[config.mk]
export PLATFORM = sky130hd
export DESIGN_NAME = cnu_layer_control_unit
export DESIGN_NICKNAME = d
export VERILOG_FILES = /design/src/rtl/cnu_layer_control_unit.sv
export SDC_FILE = /design/constraint.sdc
export NUM_CORES = 1
export LEC_CHECK = 0
export ABC_AREA = 1
export CORE_MARGIN = 2
export CORE_UTILIZATION = 50
export DETAILED_ROUTE_END_ITERATION = 8
export GPL_ROUTABILITY_DRIVEN = 0
export PLACE_DENSITY = 0.76
export SLEW_MARGIN = 20
export SYNTH_ARGS = -nofsm -noshare
export SYNTH_HDL_FRONTEND = slang
export SYNTH_SLANG_ARGS = --single-unit
[constraint.sdc]
create_clock -name read_clk -period 4.47 [get_ports read_clk]
set_clock_uncertainty 0.1 [all_clocks]
set_input_delay 0.894 -clock read_clk [delete_from_list [all_inputs] [get_ports read_clk]]
set_output_delay 0.894 -clock read_clk [all_outputs]
set_load 0.01 [all_outputs]
[src/rtl/cnu_layer_control_unit.sv]
//==============================================================================
// Module   : cnu_layer_control_unit
// Brief    : Layer-scheduling FSM for the CNU of a layered IB-LDPC decoder.
//            Optional macro CNU_ITER_AUTOSTOP_EN ends the frame after the
//            final layer of the last iteration.
// Revision : 1.0
//==============================================================================
`default_nettype none

module cnu_layer_control_unit #(
    parameter int QUAN_SIZE          = 4,
    parameter int LAYER_NUM          = 3,
    parameter int MAX_ITER           = 5,
    parameter int RESET_CYCLE        = 100,
    parameter int CNU_FUNC_CYCLE     = 4,
    parameter int CNU_PIPELINE_LEVEL = 4,
    parameter int PERMUTATION_LEVEL  = 2,
    parameter int PAGE_ALIGN_LEVEL   = 1,
    parameter int MEM_RD_LEVEL       = 2,
    parameter int FSM_STATE_NUM      = 8,
    localparam int SW                = $clog2(FSM_STATE_NUM)
) (
    input  logic          read_clk,
    input  logic          rstn,
    input  logic          fsm_en,
    input  logic          layer_finish,
    input  logic          termination,
    output logic          cnu_rd,
    output logic          c2v_mem_we,
    output logic          v2c_src,
    output logic          de_frame_start,
    output logic [SW-1:0] state
);

    localparam int RCW = (RESET_CYCLE > 2) ? $clog2(RESET_CYCLE) : 1;
    localparam int DW  = 8;

    localparam logic [RCW-1:0]          RST_SAT     = RCW'(RESET_CYCLE - 1);
    localparam logic [DW-1:0]           PIPE_LAST   = DW'(CNU_PIPELINE_LEVEL - 2);
    localparam logic [DW-1:0]           PERM_LAST   = DW'(PERMUTATION_LEVEL - 1);
    localparam logic [DW-1:0]           ALIGN_LAST  = DW'(PAGE_ALIGN_LEVEL - 1);
    localparam logic [MEM_RD_LEVEL-1:0] FETCH_FIRST = MEM_RD_LEVEL'(1);

    if (QUAN_SIZE < 1 || CNU_FUNC_CYCLE < 1 || CNU_PIPELINE_LEVEL < 2 ||
        PERMUTATION_LEVEL < 1 || PAGE_ALIGN_LEVEL < 1 || MEM_RD_LEVEL < 1 ||
        LAYER_NUM < 1 || MAX_ITER < 1 || FSM_STATE_NUM < 8) begin : g_param_error
        $error("cnu_layer_control_unit: illegal parameter combination");
    end

    typedef enum logic [SW-1:0] {
        INIT_LOAD  = SW'(0),
        MEM_FETCH  = SW'(1),
        CNU_PIPE   = SW'(2),
        CNU_OUT    = SW'(3),
        BS_WB      = SW'(4),
        PAGE_ALIGN = SW'(5),
        MEM_WB     = SW'(6),
        IDLE       = SW'(7)
    } state_t;

    state_t                  cur_state;
    state_t                  next_state;
    logic [RCW-1:0]          rst_cnt;
    logic                    rst_done;
    logic [MEM_RD_LEVEL-1:0] fetch_sr;
    logic [DW-1:0]           dwell_cnt;
    logic                    pend;
    logic [LAYER_NUM-1:0]    layer_cnt;
    logic [MAX_ITER-1:0]     iter_cnt;
    logic                    autostop;
    logic                    clear_cnt;
    logic                    advance_layer;

    assign rst_done = (rst_cnt == RST_SAT);
    assign state    = cur_state;

`ifdef CNU_ITER_AUTOSTOP_EN
    assign autostop = (cur_state == MEM_WB) && layer_cnt[LAYER_NUM-1] && iter_cnt[MAX_ITER-1];
`else
    assign autostop = 1'b0;
`endif

    assign clear_cnt     = termination || autostop;
    assign advance_layer = (cur_state == IDLE) && (pend || layer_finish) && !termination;

    always_ff @(posedge read_clk or negedge rstn) begin
        if (!rstn) begin
            cur_state <= INIT_LOAD;
        end else begin
            cur_state <= next_state;
        end
    end

    always_comb begin
        next_state = cur_state;
        case (cur_state)
            INIT_LOAD:  if (rst_done && fsm_en)            next_state = MEM_FETCH;
            MEM_FETCH:  if (fetch_sr[MEM_RD_LEVEL-1])      next_state = CNU_PIPE;
            CNU_PIPE:   if (dwell_cnt == PIPE_LAST)        next_state = CNU_OUT;
            CNU_OUT:                                       next_state = BS_WB;
            BS_WB:      if (dwell_cnt == PERM_LAST)        next_state = PAGE_ALIGN;
            PAGE_ALIGN: if (dwell_cnt == ALIGN_LAST)       next_state = MEM_WB;
            MEM_WB:     next_state = autostop ? INIT_LOAD : IDLE;
            IDLE:       if (pend || layer_finish)          next_state = MEM_FETCH;
            default:                                       next_state = INIT_LOAD;
        endcase
        // Termination overrides every other transition, including a pending layer.
        if (termination) begin
            next_state = INIT_LOAD;
        end
    end

    always_ff @(posedge read_clk or negedge rstn) begin
        if (!rstn) begin
            rst_cnt        <= '0;
            fetch_sr       <= '0;
            dwell_cnt      <= '0;
            pend           <= 1'b0;
            layer_cnt      <= LAYER_NUM'(1);
            iter_cnt       <= MAX_ITER'(1);
            cnu_rd         <= 1'b0;
            c2v_mem_we     <= 1'b0;
            v2c_src        <= 1'b0;
            de_frame_start <= 1'b0;
        end else begin
            if (!rst_done) begin
                rst_cnt <= rst_cnt + 1'b1;
            end

            fetch_sr  <= (next_state == MEM_FETCH && cur_state != MEM_FETCH) ? FETCH_FIRST
                                                                              : (fetch_sr << 1);
            dwell_cnt <= (next_state != cur_state) ? '0 : dwell_cnt + 1'b1;

            if (clear_cnt) begin
                pend      <= 1'b0;
                layer_cnt <= LAYER_NUM'(1);
                iter_cnt  <= MAX_ITER'(1);
            end else if (advance_layer) begin
                pend      <= 1'b0;
                layer_cnt <= (layer_cnt << 1) | (layer_cnt >> (LAYER_NUM - 1));
                // Iteration advances on wrap of the last layer and saturates at the top bit.
                if (layer_cnt[LAYER_NUM-1] && !iter_cnt[MAX_ITER-1]) begin
                    iter_cnt <= iter_cnt << 1;
                end
            end else if (layer_finish) begin
                pend <= 1'b1;
            end

            cnu_rd         <= (next_state == MEM_FETCH);
            c2v_mem_we     <= (next_state == MEM_WB);
            de_frame_start <= (cur_state == INIT_LOAD) && (next_state == MEM_FETCH);
            v2c_src        <= iter_cnt[0];
        end
    end

endmodule

`default_nettype wire

==> metrics.yaml <==
drtPass1Iterations: 5
drcViolationCount: 0
grtUsageTotal: 0.164
die_area_mm2: 0.00373
synthArstFlopShare: 1.00
synth.avg_cell_area_um2: 8.48
cts_max_path_buffers: 2
grt_overflow: 0
cts_resized: 0
vdd_drop_max_mv: 0.277
ios: 12
cp.required_ns: 3.48
htree_num_levels: 2
crit_type: "reg2out"
finalSetupViolations: 0
dr_wl_met3_um: 103
netlist_area_mm2: 0.00163
synth_largest_area_cell: "dfrtp_1"
dieHeight_um: 61.1
cpPeakStageDelay_ns: 0.61
critPathCaptureType: "output pin"
rsz0062_at_grt: "no"
tns_ns: 0
dpl.hpwl_um: 1880
total_power_mw: 0.671
wl_met2_um: 1110
tightest_slew_ns: 0.405
viasPerCell: 4.75
reg2reg_slack_ns: 2.65
finalMaxSlewViolations: 0
top_layer: "met4"
grt_pass1_wl_um: 4460
fin_nets: 219
area_delta_synth_final_pct: 13.2
portBuffers: 11
path_max_fanout: 11
holdBufCountCts: 0
critPathLaunchType: "flop"
yosysWarnings: 0
insertion_delay_ns: 0.32
yosys-top-cells-area: "dfrtp_1 48%, inv_1 7.6%, nand2_1 6.9%"
min_period_ns: 2.50
m1WireLength_um: 1320
synth_cells: 192
synth-seq-area-share: 0.509
die_width_um: 61.1
netlist.area_leader.share: 0.477
slew_headroom: 0.730
fmax_ghz: 0.400
finalHoldViolations: 0
arrival_ns: 1.51
p_leak_nw: 0.927
drv_cap: 0
yosys.cell_types.count: 26
run_status: "completed"
finalCritPeriodShare: 0.560
core_region_area_mm2: 0.00308
layout-drive-gt1-share: 0.124
critical-path-top-delay-family: "buffers and inverters"
yosys_register_bits: 33
post_drt_wl_per_cell_um: 10.1
numCtsBuffers: 5
synth_edf_count: 0
cts_sinks: 33
powerDensity_mw_per_mm2: 364
drt_wl_total_um: 2570
start_util: 0.529
post-cts-setup-buffer-count: 0
rows: 20
clkTransAtPathRegs_ns: 0.10
ys.flop_type: "dfrtp_1"
crit_buf_inv: 1
cts_root_buf: "clkbuf_4"
slowest_stage: "clkdlybuf4s50_1"
ant_nets: 0
synth_fp_nets: 202
first_global_vias: 1069
layout_commonest_cell: "inv_1"
worstHoldPathType: "reg2reg"
vias: 1202
final_cell_mix: "33 x inv_1, 31 x dfrtp_1, 30 x nor2_1, 30 x nand2_1, 15 x nand3_1"
path_cells: "clkdlybuf4s50_1"
grt_max_degree: 34
antenna_found_initial: 0
cts_tree: "built"
initialDrtViolationCount: 55
antenna_cells: 0
[layer usage]
layer / up-vias / global-route usage
met4: 0 / 0.0745
met3: 7 / 0.0441
met1: 562 / 0.223
met5: - / 0
met2: 19 / 0.245
li1: 614 / -
[path summary, 6_finish.rpt]
kind                             startpoint           end  cells after the start
worst max-delay path               state[2]      state[2]                      1
worst min-delay path            iter_cnt[0]       v2c_src                      0
worst max register to register   rst_cnt[0]  dwell_cnt[6]                     10
worst min register to register  iter_cnt[0]       v2c_src                      0
max in group asynchronous              rstn  layer_cnt[0]                      2
min in group asynchronous              rstn    rst_cnt[5]                      2
[cell usage after synthesis (3+ instances only)]
library cell  count
ha_1              5
xor2_1            9
o22ai_1           3
dfrtp_1          31
nor2_1           30
inv_2             3
nand3_1          15
nor3_1            5
nand2_2           6
nand2_1          30
inv_1            33
nor2_2            4
[power breakdown]
| part | internal (mW) | total, mW | switching (mW) |
|---|---|---|---|
| clock network | 0.0742 | 0.167 | 0.0929 |
| logic | 0.0597 | 0.143 | 0.0832 |
| registers | 0.332 | 0.361 | 0.0287 |
[metrics by stage]
step	cells	hold slack [ns]	worst slack [ns]	area [um2]	util
floorplan	192	0.296	2.51	1630	-
global placement	246	0.301	1.85	1790	0.581
detailed placement	246	0.305	1.78	1790	0.581
CTS	253	0.307	1.96	1840	0.599
global route	253	0.310	1.89	1840	0.599
finish	253	0.310	1.97	1840	0.599
[cell type report]
cell class / instances / area, um2
Multi-Input combinational cell: 121 / 652
Tap cell: 44 / 55.1
Timing Repair Buffer: 12 / 118
Clock buffer: 7 / 55.1
Fill cell: 276 / 1230
Sequential cell: 33 / 828
Inverter: 36 / 135
[cells by family (layout without fill, tap and decap cells)]
group | after synthesis | count (layout) | synth area share
compound gates | 11 | 11 | 0.0430
buf+inv | 38 | 55 | 0.0907
mux | 1 | 1 | 0.00692
fa+ha+maj | 5 | 5 | 0.0384
xor+xnor | 11 | 11 | 0.0592
flops | 33 | 33 | 0.509
simple gates | 93 | 93 | 0.253
[registers in the layout, indices dropped and copies added, names as in the netlist, 2 cells and up]
name,count
dwell_cnt,8
fetch_sr,2
iter_cnt,5
layer_cnt,3
rst_cnt,7
state,3
Power figures use the tool's default switching activity.
